`config.mk`:
```
export PLATFORM = sky130hd
export DESIGN_NAME = bkm_slot_bus_if_flat
export DESIGN_NICKNAME = d
export VERILOG_FILES = /design/src/rtl/bkm_slot_bus_if_if.sv /design/src/rtl/bkm_slot_bus_if.sv /design/src/flat_wrapper.sv
export SDC_FILE = /design/constraint.sdc
export NUM_CORES = 1
export LEC_CHECK = 0
export CORE_AREA = 4 4 105 107
export CTS_BUF_LIST = sky130_fd_sc_hd__clkbuf_2 sky130_fd_sc_hd__clkbuf_4 sky130_fd_sc_hd__clkbuf_8
export DETAILED_ROUTE_END_ITERATION = 10
export DIE_AREA = 0 0 109 111
export DONT_BUFFER_PORTS = 1
export GPL_TIMING_DRIVEN = 0
export HOLD_SLACK_MARGIN = 0.08
export PLACE_DENSITY = 0.49
export REMOVE_ABC_BUFFERS = 1
export SLEW_MARGIN = 40
export SYNTH_ARGS = -nofsm -noshare
export SYNTH_HDL_FRONTEND = slang
export SYNTH_SLANG_ARGS = --single-unit
```
`constraint.sdc`:
```
create_clock -name clk_50mhz_in -period 2.2 [get_ports clk_50mhz_in]
set_input_delay 0.66 -clock clk_50mhz_in [delete_from_list [all_inputs] [get_ports clk_50mhz_in]]
set_output_delay 0.66 -clock clk_50mhz_in [all_outputs]
set_load 0.02 [all_outputs]
```
`src/rtl/bkm_slot_bus_if_if.sv`:
```
// Slot-connector bus between the BKM monitor and the option card.
// The monitor side drives the strobe, command/data and select lines; the card returns data and interrupt.
interface bkm_slot_bus_if_if;
    logic       clk_rw;
    logic       ax_d;
    logic       r_wx;
    logic       slot_x_int_x;
    logic [7:0] data_in_x;
    logic [7:0] data_out;
    logic       data_oe_x;
    logic       int_x;
    logic       int_oe_x;

    modport master (
        output clk_rw, ax_d, r_wx, slot_x_int_x, data_in_x,
        input  data_out, data_oe_x, int_x, int_oe_x
    );

    modport slave (
        input  clk_rw, ax_d, r_wx, slot_x_int_x, data_in_x,
        output data_out, data_oe_x, int_x, int_oe_x
    );
endinterface

```
`src/rtl/bkm_slot_bus_if.sv`:
```
// BKM option-slot bus decoder: init/ID/register transactions plus interrupt cause queue (BKM_IRQ_FIFO_EN selects full FIFO).
// Latency: decode 3 clk_50mhz_in cycles after clk_rw rises; data_out/data_oe_x/reg_wr_stb registered on that edge.
// Backpressure: evt_ready = !full (FIFO) or constant 1 (single last-write-wins cause register); the bus side has none.
module bkm_slot_bus_if #(
    parameter int         NUM_REGS     = 16,
    parameter logic [7:0] REG_BASE     = 8'h20,
    parameter logic [7:0] ID_VALUE     = 8'h88,
    parameter int         IRQ_DEPTH    = 8,
    parameter int         DEFAULT_SLOT = 2
) (
    input  logic                        clk_50mhz_in,
    input  logic                        reset_x,
    bkm_slot_bus_if_if.slave            bus,
    output logic [3:0]                  slot_no,
    output logic                        reg_wr_stb,
    output logic [$clog2(NUM_REGS)-1:0] reg_addr,
    output logic [7:0]                  reg_wdata,
    input  logic [8*NUM_REGS-1:0]       reg_rdata,
    input  logic                        evt_valid,
    input  logic [7:0]                  evt_code,
    output logic                        evt_ready
);
    localparam int         AW         = $clog2(NUM_REGS);
    localparam logic [8:0] NUM_REGS_B = 9'(NUM_REGS);

    if (NUM_REGS < 2 || NUM_REGS > 128 || (NUM_REGS & (NUM_REGS - 1)) != 0) begin : g_bad_num_regs
        $error("NUM_REGS must be a power of two in 2..128");
    end
    if (IRQ_DEPTH < 2 || IRQ_DEPTH > 16 || (IRQ_DEPTH & (IRQ_DEPTH - 1)) != 0) begin : g_bad_irq_depth
        $error("IRQ_DEPTH must be a power of two in 2..16");
    end

    typedef enum logic [2:0] {
        S_IDLE, S_INIT_IDX, S_INIT_DATA, S_REG_IDX, S_REG_DATA, S_ID, S_WAIT_FF
    } state_t;

    // Strobe synchroniser resets high so an idle-high or idle-low strobe never fakes a rising edge.
    logic [1:0] clk_rw_q, ax_d_q, r_wx_q, sel_q;
    logic [7:0] din_q1, din_q2;
    logic       clk_rw_d;

    always_ff @(posedge clk_50mhz_in or negedge reset_x) begin
        if (!reset_x) begin
            clk_rw_q <= 2'b11;
            ax_d_q   <= 2'b00;
            r_wx_q   <= 2'b00;
            sel_q    <= 2'b11;
            din_q1   <= 8'hFF;
            din_q2   <= 8'hFF;
            clk_rw_d <= 1'b1;
        end else begin
            clk_rw_q <= {clk_rw_q[0], bus.clk_rw};
            ax_d_q   <= {ax_d_q[0], bus.ax_d};
            r_wx_q   <= {r_wx_q[0], bus.r_wx};
            sel_q    <= {sel_q[0], bus.slot_x_int_x};
            din_q1   <= bus.data_in_x;
            din_q2   <= din_q1;
            clk_rw_d <= clk_rw_q[1];
        end
    end

    logic       bus_cyc, ax_s, rw_s, sel_s;
    logic [7:0] bus_byte;
    assign bus_cyc  = clk_rw_q[1] & ~clk_rw_d;
    assign ax_s     = ax_d_q[1];
    assign rw_s     = r_wx_q[1];
    assign sel_s    = sel_q[1];
    assign bus_byte = ~din_q2;

    state_t     state;
    logic [7:0] init_idx;
    logic       reg_oor, rd_hold;
    logic [7:0] data_out_q;
    logic       data_oe_q;
    logic       pop, not_empty;
    logic [7:0] head;

    assign pop = bus_cyc & ax_s & ~rw_s & (state == S_INIT_DATA) & (init_idx == 8'h41);

`ifdef BKM_IRQ_FIFO_EN
    localparam int            PW       = $clog2(IRQ_DEPTH);
    localparam logic [PW:0]   FULL_CNT = IRQ_DEPTH[PW:0];

    logic [7:0]    fifo_mem [IRQ_DEPTH];
    logic [PW-1:0] wr_ptr, rd_ptr;
    logic [PW:0]   fifo_cnt;
    logic          full, do_push, do_pop;

    // A pop in the same cycle frees the slot, so a full FIFO still takes the push.
    assign full      = (fifo_cnt == FULL_CNT);
    assign not_empty = (fifo_cnt != '0);
    assign do_pop    = pop & not_empty;
    assign do_push   = evt_valid & (~full | do_pop);
    assign evt_ready = ~full;
    assign head      = fifo_mem[rd_ptr];

    always_ff @(posedge clk_50mhz_in) begin
        if (do_push) fifo_mem[wr_ptr] <= evt_code;
    end

    always_ff @(posedge clk_50mhz_in or negedge reset_x) begin
        if (!reset_x) begin
            wr_ptr   <= '0;
            rd_ptr   <= '0;
            fifo_cnt <= '0;
        end else begin
            if (do_push) wr_ptr <= wr_ptr + 1'b1;
            if (do_pop)  rd_ptr <= rd_ptr + 1'b1;
            case ({do_push, do_pop})
                2'b10:   fifo_cnt <= fifo_cnt + 1'b1;
                2'b01:   fifo_cnt <= fifo_cnt - 1'b1;
                default: fifo_cnt <= fifo_cnt;
            endcase
        end
    end
`else
    logic [7:0] cause;
    logic       cause_vld;

    assign not_empty = cause_vld;
    assign evt_ready = 1'b1;
    assign head      = cause;

    always_ff @(posedge clk_50mhz_in or negedge reset_x) begin
        if (!reset_x) begin
            cause     <= 8'h00;
            cause_vld <= 1'b0;
        end else if (evt_valid) begin
            cause     <= evt_code;
            cause_vld <= 1'b1;
        end else if (pop) begin
            cause_vld <= 1'b0;
        end
    end
`endif

    logic [7:0] rd_val;
    logic       data_state, drive_state;
    logic [7:0] id_cmd, reg_cmd;

    assign data_state  = (state == S_ID) || (state == S_INIT_DATA) || (state == S_REG_DATA);
    assign drive_state = data_state || ((state == S_WAIT_FF) && rd_hold);
    assign id_cmd      = {slot_no, 4'h0};
    assign reg_cmd     = {slot_no, 4'h0} + {4'h0, REG_BASE[3:0]} + 8'd1;

    always_comb begin
        rd_val = 8'hFF;
        case (state)
            S_ID:        rd_val = ID_VALUE;
            S_INIT_DATA: if (init_idx == 8'h41 && not_empty) rd_val = head;
            S_REG_DATA:  if (!reg_oor) rd_val = reg_rdata[{reg_addr, 3'b000} +: 8];
            default:     rd_val = 8'hFF;
        endcase
    end

    // data_out tracks the read value throughout the data phase so it is stable before the monitor samples it.
    always_ff @(posedge clk_50mhz_in or negedge reset_x) begin
        if (!reset_x) begin
            state      <= S_IDLE;
            init_idx   <= 8'h00;
            reg_oor    <= 1'b0;
            rd_hold    <= 1'b0;
            data_out_q <= 8'hFF;
            data_oe_q  <= 1'b1;
            slot_no    <= 4'(DEFAULT_SLOT);
            reg_wr_stb <= 1'b0;
            reg_addr   <= '0;
            reg_wdata  <= 8'h00;
        end else begin
            reg_wr_stb <= 1'b0;
            data_oe_q  <= ~(drive_state & rw_s & ax_s);
            if (data_state) data_out_q <= rd_val;
            if (bus_cyc) begin
                if (!ax_s && bus_byte == 8'hFF) begin
                    state      <= S_IDLE;
                    rd_hold    <= 1'b0;
                    data_out_q <= 8'hFF;
                    data_oe_q  <= 1'b1;
                end else begin
                    case (state)
                        S_IDLE: if (!ax_s) begin
                            if (bus_byte == 8'h10 && !sel_s && !rw_s) state <= S_INIT_IDX;
                            else if (bus_byte == id_cmd)              state <= S_ID;
                            else if (bus_byte == reg_cmd)             state <= S_REG_IDX;
                            else                                      state <= S_WAIT_FF;
                        end
                        S_INIT_IDX: if (ax_s) begin
                            init_idx <= bus_byte;
                            state    <= S_INIT_DATA;
                        end
                        S_INIT_DATA: if (ax_s) begin
                            if (!rw_s && init_idx == 8'h03 && bus_byte[3:0] >= 4'd2 && bus_byte[3:0] <= 4'd4)
                                slot_no <= bus_byte[3:0];
                            rd_hold <= rw_s;
                            state   <= S_WAIT_FF;
                        end
                        S_REG_IDX: if (ax_s) begin
                            reg_addr <= bus_byte[AW-1:0];
                            reg_oor  <= ({1'b0, bus_byte} >= NUM_REGS_B);
                            state    <= S_REG_DATA;
                        end
                        S_REG_DATA: if (ax_s) begin
                            if (!rw_s && !reg_oor) begin
                                reg_wdata  <= bus_byte;
                                reg_wr_stb <= 1'b1;
                            end
                            rd_hold <= rw_s;
                            state   <= S_WAIT_FF;
                        end
                        S_ID: if (ax_s) begin
                            rd_hold <= rw_s;
                            state   <= S_WAIT_FF;
                        end
                        default: state <= state;
                    endcase
                end
            end
        end
    end

    assign bus.data_out  = data_out_q;
    assign bus.data_oe_x = data_oe_q;
    assign bus.int_x     = ~not_empty;
    assign bus.int_oe_x  = ~not_empty;

endmodule

```
`src/flat_wrapper.sv`:
```
// flat-port wrapper written by rule: the top's interface ports become plain ports
module bkm_slot_bus_if_flat 
#(
    parameter int         NUM_REGS     = 16,
    parameter logic [7:0] REG_BASE     = 8'h20,
    parameter logic [7:0] ID_VALUE     = 8'h88,
    parameter int         IRQ_DEPTH    = 8,
    parameter int         DEFAULT_SLOT = 2
)
  (clk_50mhz_in, reset_x, slot_no, reg_wr_stb, reg_addr, reg_wdata, reg_rdata, evt_valid, evt_code, evt_ready, bus_clk_rw, bus_ax_d, bus_r_wx, bus_slot_x_int_x, bus_data_in_x, bus_data_out, bus_data_oe_x, bus_int_x, bus_int_oe_x);
  bkm_slot_bus_if_if bus_i ();
  input  logic clk_50mhz_in;
  input  logic reset_x;
  output logic [3:0] slot_no;
  output logic reg_wr_stb;
  output logic [$clog2(NUM_REGS)-1:0] reg_addr;
  output logic [7:0] reg_wdata;
  input  logic [8*NUM_REGS-1:0] reg_rdata;
  input  logic evt_valid;
  input  logic [7:0] evt_code;
  output logic evt_ready;
  input wire logic [$bits(bus_i.clk_rw)-1:0] bus_clk_rw;
  input wire logic [$bits(bus_i.ax_d)-1:0] bus_ax_d;
  input wire logic [$bits(bus_i.r_wx)-1:0] bus_r_wx;
  input wire logic [$bits(bus_i.slot_x_int_x)-1:0] bus_slot_x_int_x;
  input wire logic [$bits(bus_i.data_in_x)-1:0] bus_data_in_x;
  output wire logic [$bits(bus_i.data_out)-1:0] bus_data_out;
  output wire logic [$bits(bus_i.data_oe_x)-1:0] bus_data_oe_x;
  output wire logic [$bits(bus_i.int_x)-1:0] bus_int_x;
  output wire logic [$bits(bus_i.int_oe_x)-1:0] bus_int_oe_x;
  assign bus_i.clk_rw = bus_clk_rw;
  assign bus_i.ax_d = bus_ax_d;
  assign bus_i.r_wx = bus_r_wx;
  assign bus_i.slot_x_int_x = bus_slot_x_int_x;
  assign bus_i.data_in_x = bus_data_in_x;
  assign bus_data_out = bus_i.data_out;
  assign bus_data_oe_x = bus_i.data_oe_x;
  assign bus_int_x = bus_i.int_x;
  assign bus_int_oe_x = bus_i.int_oe_x;
  bkm_slot_bus_if #(.NUM_REGS(NUM_REGS), .REG_BASE(REG_BASE), .ID_VALUE(ID_VALUE), .IRQ_DEPTH(IRQ_DEPTH), .DEFAULT_SLOT(DEFAULT_SLOT)) u_core (.clk_50mhz_in(clk_50mhz_in), .reset_x(reset_x), .bus(bus_i), .slot_no(slot_no), .reg_wr_stb(reg_wr_stb), .reg_addr(reg_addr), .reg_wdata(reg_wdata), .reg_rdata(reg_rdata), .evt_valid(evt_valid), .evt_code(evt_code), .evt_ready(evt_ready));
endmodule
```
# Word-level counts from Yosys, hierarchy flattened
# Cells that the tools add are included.
totals:
  latchBits: 0
  inputBits: 151
  wordCells: 108
  rom_bits: 0
  regBits: 73
  memories: 0
  ram_bits: 0
classes:
  mux: 27
  bitwise_logic: 13
  order_cmp: 3
  n_reduce_logical: 28
  div: 0
  n_shift: 1
  mul: 0
  add_sub_neg: 1
  n_eq_ne: 16
ops:
  columns: ["operator", "count"]
  rows:
  - ["variable part select 128 x 8 -> 8 bit", 1]
  - ["two-way mux 8 bit", 5]
  - ["two-way mux 3 bit", 8]
  - ["one-hot mux 8 bit (3 select lines)", 1]
  - ["== test 8 bit", 2]
  - ["two-way mux 1 bit", 12]
  - ["one-hot mux 3 bit (4 select lines)", 1]
  - ["AND reduction 5 bit", 2]
  - ["== test 3 bit, second input constant", 3]
  - ["logical AND 1 bit", 9]
  - ["!= test 3 x 1 -> 1 bit, second input constant", 3]
  - ["adder 8 x 1 -> 8 bit, second input constant", 1]
  - ["== test 8 x 2 -> 1 bit, second input constant", 1]
  - ["== test 8 x 5 -> 1 bit, second input constant", 1]
  - ["== test 8 x 7 -> 1 bit, second input constant", 1]
  - ["== test 8 bit, second input constant", 1]
  - ["greater-or-equal comparator 8 x 5 -> 1 bit, second input constant", 1]
  - ["NOT 8 bit", 1]
  - ["AND reduction 4 bit", 2]
  - ["AND 1 bit", 7]
  - ["== test 3 x 2 -> 1 bit, second input constant", 2]
  - ["AND reduction 6 bit", 1]
  - ["nonzero test 2 bit", 3]
  - ["NOT 1 bit", 5]
  - ["other kinds (10)", 15]

# Logic depth before layout (Yosys ltp)
# Gate-level depths: netlist of the first run.
logic_depth:
  depth_word: 9
  ltp_mapped: 7
  ltp_nobuf: 5

# Worst setup path after synthesis of the first run
# Ideal clock, no wire load.
synth_timing:
  path_type: "reg2reg"
  start: "reg u_core.reg_addr[0]"
  end: "reg u_core.data_out_q[6] (netlist: u_core.bus.data_out[6])"
  setup_ps: 89
  path_stages_with_launch: 7
  setup_slack_ps: 138
  arrival_time_ps: 1973
  path_buffers: 2
  path_cell_list: "dfrtp_1 -> buf_2 -> buf_2 -> mux4_2 -> a211o_1 -> nand2_1 -> nand4_1"
synth_via:
  elab_chain_cells: 6
synth_rtl:
  columns: ["item", "line_no", "text"]
  rows:
  - ["from (decl)", "bkm_slot_bus_if.sv:16", "output logic [$clog2(NUM_REGS)-1:0] reg_addr,"]
  - ["from (signal assigned)", "bkm_slot_bus_if.sv:198", "reg_addr <= bus_byte[AW-1:0];"]
  - ["variable part select 128 x 8 -> 8 bit *", "bkm_slot_bus_if.sv:151", "S_REG_DATA: if (!reg_oor) rd_val = reg_rdata[{reg_addr, 3'b000} +: 8];"]
  - ["two-way mux 8 bit *", "bkm_slot_bus_if.sv:151", null]
  - ["one-hot mux 8 bit (3 select lines) *", "bkm_slot_bus_if.sv:148", "case (state)"]
  - ["two-way mux 8 bit *", "bkm_slot_bus_if.sv:172", "if (data_state) data_out_q <= rd_val;"]
  - ["two-way mux 8 bit", "bkm_slot_bus_if.sv:174", "if (!ax_s && bus_byte == 8'hFF) begin"]
  - ["two-way mux 8 bit *", "bkm_slot_bus_if.sv:173", "if (bus_cyc) begin"]
  - ["to (signal assigned)", "bkm_slot_bus_if.sv:172", null]
  - ["to (decl)", "bkm_slot_bus_if.sv:73", "logic [7:0] data_out_q;"]
# Mark *: on every way between the ends. The rest lies on a longest branch, timed or not.
# A chain may end at the register's enable or synchronous reset.

# Worst setup path after layout of the first run
layout_timing:
  start: "reg u_core.reg_addr[0]"
  end: "reg u_core.data_out_q[3] (netlist: u_core.bus.data_out[3])"
# The elaborated chain is that of the path after synthesis.

==> results of run 1 <==
-- worst register-to-register path: cells and delay by family (launching register included) --
kind	cells	cell delay, ns
flip-flops	1	0.66
multiplexers	1	0.57
AO/OA/AOI/OAI	2	0.70
-- power groups by stage --
stage / logic [mW] / registers, mW / clock network (mW)
floorplan: 0.235 / 1.82 / 0
CTS: 0.295 / 1.87 / 1.21
global placement: 0.262 / 1.89 / 0
global route: 0.328 / 1.89 / 1.28
finish: 0.292 / 1.86 / 1.18
detailed placement: 0.269 / 1.90 / 0
-- what timing repair did --
item	CTS	global route
hold endpoints to repair	42	0
pin swaps	0	1
resized for setup	0	3
endpoints found under the setup margin	2	13
setup buffers	1	1
hold buffers	1	0
-- how the worst max path moves through the flow --
stage | slack (ns) | cells past startpoint | to
2_1_floorplan | -0.29 | 3 | u_core.bus.data_out[3]$_DFF_PN1_
3_3_place_gp | -0.84 | 3 | u_core.bus.data_out[3]$_DFF_PN1_
3_5_place_dp | -0.08 | 3 | u_core.bus.data_out[3]$_DFF_PN1_
4_1_cts | 0.06 | 3 | u_core.bus.data_out[3]$_DFF_PN1_
5_1_grt | 0.04 | 4 | u_core.slot_no[1]$_DFFE_PN1P_
6_report | 0.17 | 3 | u_core.bus.data_out[3]$_DFF_PN1_
-- final cells by class --
type	instances	area share (%)
multi-input combinational	234	44.7
inverter	11	0.954
tap	136	3.93
sequential	73	43.3
clock buffer	10	3.18
clock inverter	6	2.11
timing repair buffer	4	1.91
-- cell families (layout without fill, tap and decap cells) --
family                 after synthesis  count (layout)  synth area share (%)
AO/OA/AOI/OAI                       65              65                  10.9
XOR/XNOR                             4               4                 0.893
buffers and inverters               36              31                  3.86
flip-flops                          73              73                  47.6
multiplexers                        60              60                  23.3
other                                1               1                0.0956
AND/OR/NAND/NOR                    104             104                  13.4
-- per-layer routing --
layer  routed length (um)  share of wire, %  vias up
li1                     -                 -     1251
met1                 4500                44     1358
met3                  671               6.5       11
met4                  101              0.98        0
met5                    0                 0        -
met2                 5070                49       87
-- layout by cell type (no fill, tap or decap), types with 2 or more instances in the layout --
| cell | n |
|---|---|
| a21o_1 | 2 |
| nor2_1 | 7 |
| dfrtp_1 | 40 |
| buf_16 | 2 |
| o22ai_1 | 8 |
| nor3_2 | 2 |
| inv_1 | 10 |
| clkbuf_8 | 10 |
| dfstp_2 | 31 |
| nor2b_1 | 4 |
| o2111ai_1 | 4 |
| nand3_1 | 5 |
| mux2_2 | 10 |
| nor4_1 | 4 |
| a22oi_1 | 8 |
| a21oi_1 | 2 |
| nand4_1 | 8 |
| a211o_1 | 6 |
| mux4_2 | 24 |
| a2111oi_1 | 2 |
| nand2_1 | 58 |
| nand3b_1 | 3 |
| xnor2_1 | 4 |
| mux2i_1 | 26 |
| dfrtp_4 | 2 |
| clkinv_4 | 3 |
| a31oi_1 | 2 |
| o21ai_0 | 26 |
| nand2b_1 | 2 |
| bufinv_16 | 2 |
-- metrics by stage --
stage	util, %	TNS [ns]	instances	area, um^2	hold slack, ns
after floorplan	-	-1.69	318	3810	0.331
after global placement	39.3	-6.20	454	3980	0.338
after detailed placement	39.7	-0.104	455	4030	0.336
after CTS	42.5	0	473	4310	0.130
after global routing	42.7	0	474	4330	0.113
final	42.7	0	474	4330	0.145
-- flip-flops by register name, indices dropped and copies added, names as in the netlist --
register / cells
u_core.din_q1: 8
u_core.cause: 8
u_core.reg_oor: 1
u_core.clk_rw_d: 1
u_core.slot_no: 4
u_core.reg_wr_stb: 1
u_core.cause_vld: 1
u_core.clk_rw_q: 2
u_core.rd_hold: 1
u_core.reg_wdata: 8
u_core.sel_q: 2
u_core.init_idx: 8
u_core.din_q2: 8
u_core.r_wx_q: 2
u_core.reg_addr: 4
u_core.bus.data_out: 8
u_core.state: 3
u_core.ax_d_q: 2
u_core.bus.data_oe_x: 1
==> qor.txt, run 1 <==
status: completed
total gr overflow: 0
CTS tree: built
critical-path cell list: mux4_2, a2111oi_1, o2111ai_1
Routed Antenna Nets: 0
GR peak layer: met2
Synth Flop Type: dfrtp_1
P_sw: 0.916 mW
H-tree depth: 3
DRT Wirelength: 10300 um
top-area cell type share of the netlist area: 26.8%
core area: 10100 um^2
power per cell area: 770 nW/um^2
post-DR wirelength/cell: 21.8 um
Die Span Y: 111 um
Worst Path Buf+Inv: 0
Synth warnings: 0
global-route wire length before repair: 15800 um
Worst setup startpoint: u_core.reg_addr[0]$_DFFE_PN0P_
Final WS setup: 0.170 ns
Detailed Route Iter0 Violations: 156
GRT Overall Usage: 17.0%
R2R Setup Slk: 0.17 ns
slowest cell delay on critical path: 0.66 ns
setup violators final: 0
r2r worst-path depth: 3
delay-heaviest family, CP: compound AO/OA/AOI/OAI gates
nature of the critical path endpoint: flip-flop
Rel. slew slack: 44.1%
Internal: 2.42 mW
Pleak: 1.63 nW
RePlAce Congestion: 0.842
area grow syn2layout: 10.4%
Yosys cell types: 43
min Tclk post-route: 2.03 ns
Critical Path Fanout Max: 15
#FFs+latches synth: 73
global-route met2 utilization: 27.0%
largest net degree at the start of global routing: 43
register area share after synthesis: 47.6%
Final Max Slew Viols: 0
initial core utilization: 38.7%
die width: 109 um
top cells by count, synth: nand2_1 (58), dfrtp_1 (42), dfstp_2 (31)
actual slew at the worst max-slew pin: 0.838 ns
worst r2r src: u_core.reg_addr[0]$_DFFE_PN0P_
CTS sink count: 73
DRT Pass-1 Iters: 4
Gate Count Post-Synth: 343
Peak VDD IR: 0.000366 V
fraction of layout cells with a size suffix above 1: 28.7%
Tot Pwr: 3.33 mW
sequential power share: 55.9%
antenna violations before repair: 0
CP max stage cell: dfrtp_4
Worst R2R End: u_core.bus.data_out[3]$_DFF_PN1_
Root Buffer: clkbuf_8
Mapped Area: 3920 um^2
Post-synth EDFFs: 0
Synth async-reset ratio: 100%
vias in the first global route: 2814
Crit Path Class: reg -> reg
Top Ports: 180
Synth Area per Inst: 11.4 um^2
multi-input logic area: 1930 um^2
routing usage on met1: 22.9%
nets@finish: 484
Num CTS Buffers: 9
clock latency at the later pin of the worst-skew pair: 0.35 ns
die area: 12100 um^2
Hold Fails Final Rpt: 0
Clk pwr share: 35.3%
Sw Share: 27.5%
area leader, netlist: dfrtp_1
top post-synthesis cells by area: dfrtp_1 (27%), dfstp_2 (21%), mux4_2 (14%), mux2i_1 (6.6%), nand2_1 (5.6%)
CP startpoint kind: flip-flop
Filler Cells Inserted: 962
critical path arrival: 2.28 ns
critical path required time: 2.45 ns
via count: 2707
clock slew at reported path FFs: 0.08 ns
Final Cycle Share: 92.3%
DRC Markers: 0
unrepaired setup endpoints after global routing: no
register area: 1870 um^2
row count: 37
IO Port Bufs: 0
placed wire-length estimate: 7570 um
maxcap violations: 0
clk buf depth: 2
average vias per placed instance: 5.71
GRT met3 Usage: 4.48%
n_diodes: 0
most frequent cell after synthesis: nand2_1
Comb power frac: 8.8%
type of the worst min-delay path: in -> async
Place WS: -0.0752 ns
Max Fclk: 0.493 GHz
Clock Skew: 0.0108 ns
Power figures use the tool's default switching activity.
==> inputs of run 2 (changes only) <==
- PLACE_DENSITY: 0.49 -> default
==> run 2 against run 1 <==
  * Non-clock buffer count up 1
  * Routed wire length grew 5.0%
  * Combinational power is essentially flat
  * Final cell count up 0.21%
  * Register-to-register slack improved by 0.02 ns
  * Global-route usage increased by 1.1 points
  * Die area did not move
  * Via count grew 0.59%
  * Clock power is essentially flat
  * Worst hold slack improved by 0.0072 ns
  * Setup slack better by 0.017 ns
  * Total power shrank 0.45%
==> qor.txt, run 2 (same netlist as run 1, synthesis figures left out) <==
Root Buffer: clkbuf_8
multi-input logic area: 1940 um^2
fraction of layout cells with a size suffix above 1: 29.5%
antenna violations before repair: 1
Worst Path Buf+Inv: 0
Num CTS Buffers: 9
Place WS: -0.244 ns
nature of the critical path endpoint: flip-flop
placed wire-length estimate: 8090 um
worst r2r src: u_core.reg_addr[0]$_DFFE_PN0P_
Rel. slew slack: 51.7%
Pleak: 1.63 nW
P_sw: 0.917 mW
R2R Setup Slk: 0.19 ns
Peak VDD IR: 0.000256 V
die area: 12100 um^2
RePlAce Congestion: 0.856
Worst setup startpoint: u_core.reg_addr[0]$_DFFE_PN0P_
Clk pwr share: 34.8%
clock latency at the later pin of the worst-skew pair: 0.34 ns
Detailed Route Iter0 Violations: 221
die width: 109 um
CTS tree: built
most frequent cells in the layout: nand2_1 (58), dfrtp_1 (40), dfstp_2 (31)
area grow syn2layout: 10.4%
CTS sink count: 73
critical path arrival: 2.27 ns
Final Max Slew Viols: 0
Tot Pwr: 3.32 mW
final core occ: 42.7%
actual slew at the worst max-slew pin: 0.723 ns
H-tree depth: 3
via count: 2723
unrepaired setup endpoints after global routing: no
worst hold slack: 0.152 ns
Filler Cells Inserted: 945
CP startpoint kind: flip-flop
DRC Markers: 0
delay-heaviest family, CP: compound AO/OA/AOI/OAI gates
clk buf depth: 2
slowest cell delay on critical path: 0.66 ns
Routed Antenna Nets: 0
critical-path cell list: mux4_2, a2111oi_2, o2111ai_1
Setup TNS: 0 ns
status: completed
Comb power frac: 8.9%
most common cell after layout, fill and taps aside: nand2_1
Final Cycle Share: 91.5%
nets@finish: 485
register area: 1870 um^2
Top Ports: 180
Hold Fails Final Rpt: 0
post-DR wirelength/cell: 22.9 um
CP max stage cell: dfrtp_4
initial core utilization: 38.7%
Sw Share: 27.7%
row count: 37
clock slew at reported path FFs: 0.08 ns
Max Fclk: 0.497 GHz
global-route wire length before repair: 16600 um
type of the worst min-delay path: in -> async
critical path required time: 2.46 ns
vias in the first global route: 2853
GRT Overall Usage: 18.1%
Final WS setup: 0.187 ns
maxcap violations: 0
setup violators final: 0
largest net degree at the start of global routing: 43
Critical Path Fanout Max: 15
power per cell area: 766 nW/um^2
core area: 10100 um^2
min Tclk post-route: 2.01 ns
Die Span Y: 111 um
Crit Path Class: reg -> reg
Internal: 2.40 mW
DRT Wirelength: 10900 um
sequential power share: 56.4%
DRT Pass-1 Iters: 4
IO Port Bufs: 0
Clock Skew: 0.00876 ns
average vias per placed instance: 5.73
total gr overflow: 0
n_diodes: 0
run 2: cell types whose count changed in the layout (fill, tap and decap cells not counted), sizes merged:
cell	change
clkinvlp	+1
inv	+2
clkinv	-3
buf	+1
run 2: worst reg2reg max path, cell delays in order (launching register included):
cell and delay, ns:
dfrtp_4 0.66, mux4_2 0.56, a2111oi_2 0.55, o2111ai_1 0.16
run 2: area by class of cell:
type	count	share of cell area [%]
multi-input cells	234	44.9
flip-flops and latches	73	43.3
inverters	11	0.953
clock buffers	10	3.03
repair buffers	5	1.85
clock inverters	6	2.08
well taps	136	3.93
run 2: what timing repair did:
item                                    4_1_cts  5_1_grt
endpoints found under the setup margin        2       14
hold buffers                                  1        0
gates cloned                                  0        0
gates resized for setup                       2        4
pin swaps                                     0        2
endpoints found under the hold margin        42        0
setup buffers                                 1        1
run 2: power groups by stage:
stage	clock [mW]	sequential, mW	combinational [mW]
3_3_place_gp	0	1.89	0.261
4_1_cts	1.18	1.87	0.296
2_1_floorplan	0	1.82	0.235
3_5_place_dp	0	1.90	0.273
6_report	1.15	1.87	0.294
5_1_grt	1.25	1.89	0.336
run 2: routing by layer:
layer / routed length [um] / track usage, %
met1: 4600 / 24.2
met2: 5360 / 27.8
met3: 738 / 5.18
met4: 148 / 6.40
met5: 8 / 0
run 2: final timing paths:
check | depth (start not counted) | endpoint
min in group clk_50mhz_in | 0 | u_core.din_q1[7]$_DFF_PN1_
min reg2reg | 0 | u_core.sel_q[1]$_DFF_PN1_
min | 0 | u_core.din_q2[7]$_DFF_PN1_
max reg2reg | 3 | u_core.bus.data_out[7]$_DFF_PN1_
max in group asynchronous | 1 | u_core.reg_addr[1]$_DFFE_PN0P_
max | 3 | u_core.bus.data_out[7]$_DFF_PN1_
run 2: through the flow:
stage / area [um^2] / cells
floorplan: 3810 / 318
global placement: 3980 / 454
detailed placement: 4030 / 455
CTS: 4300 / 473
global route: 4330 / 475
finish: 4330 / 475
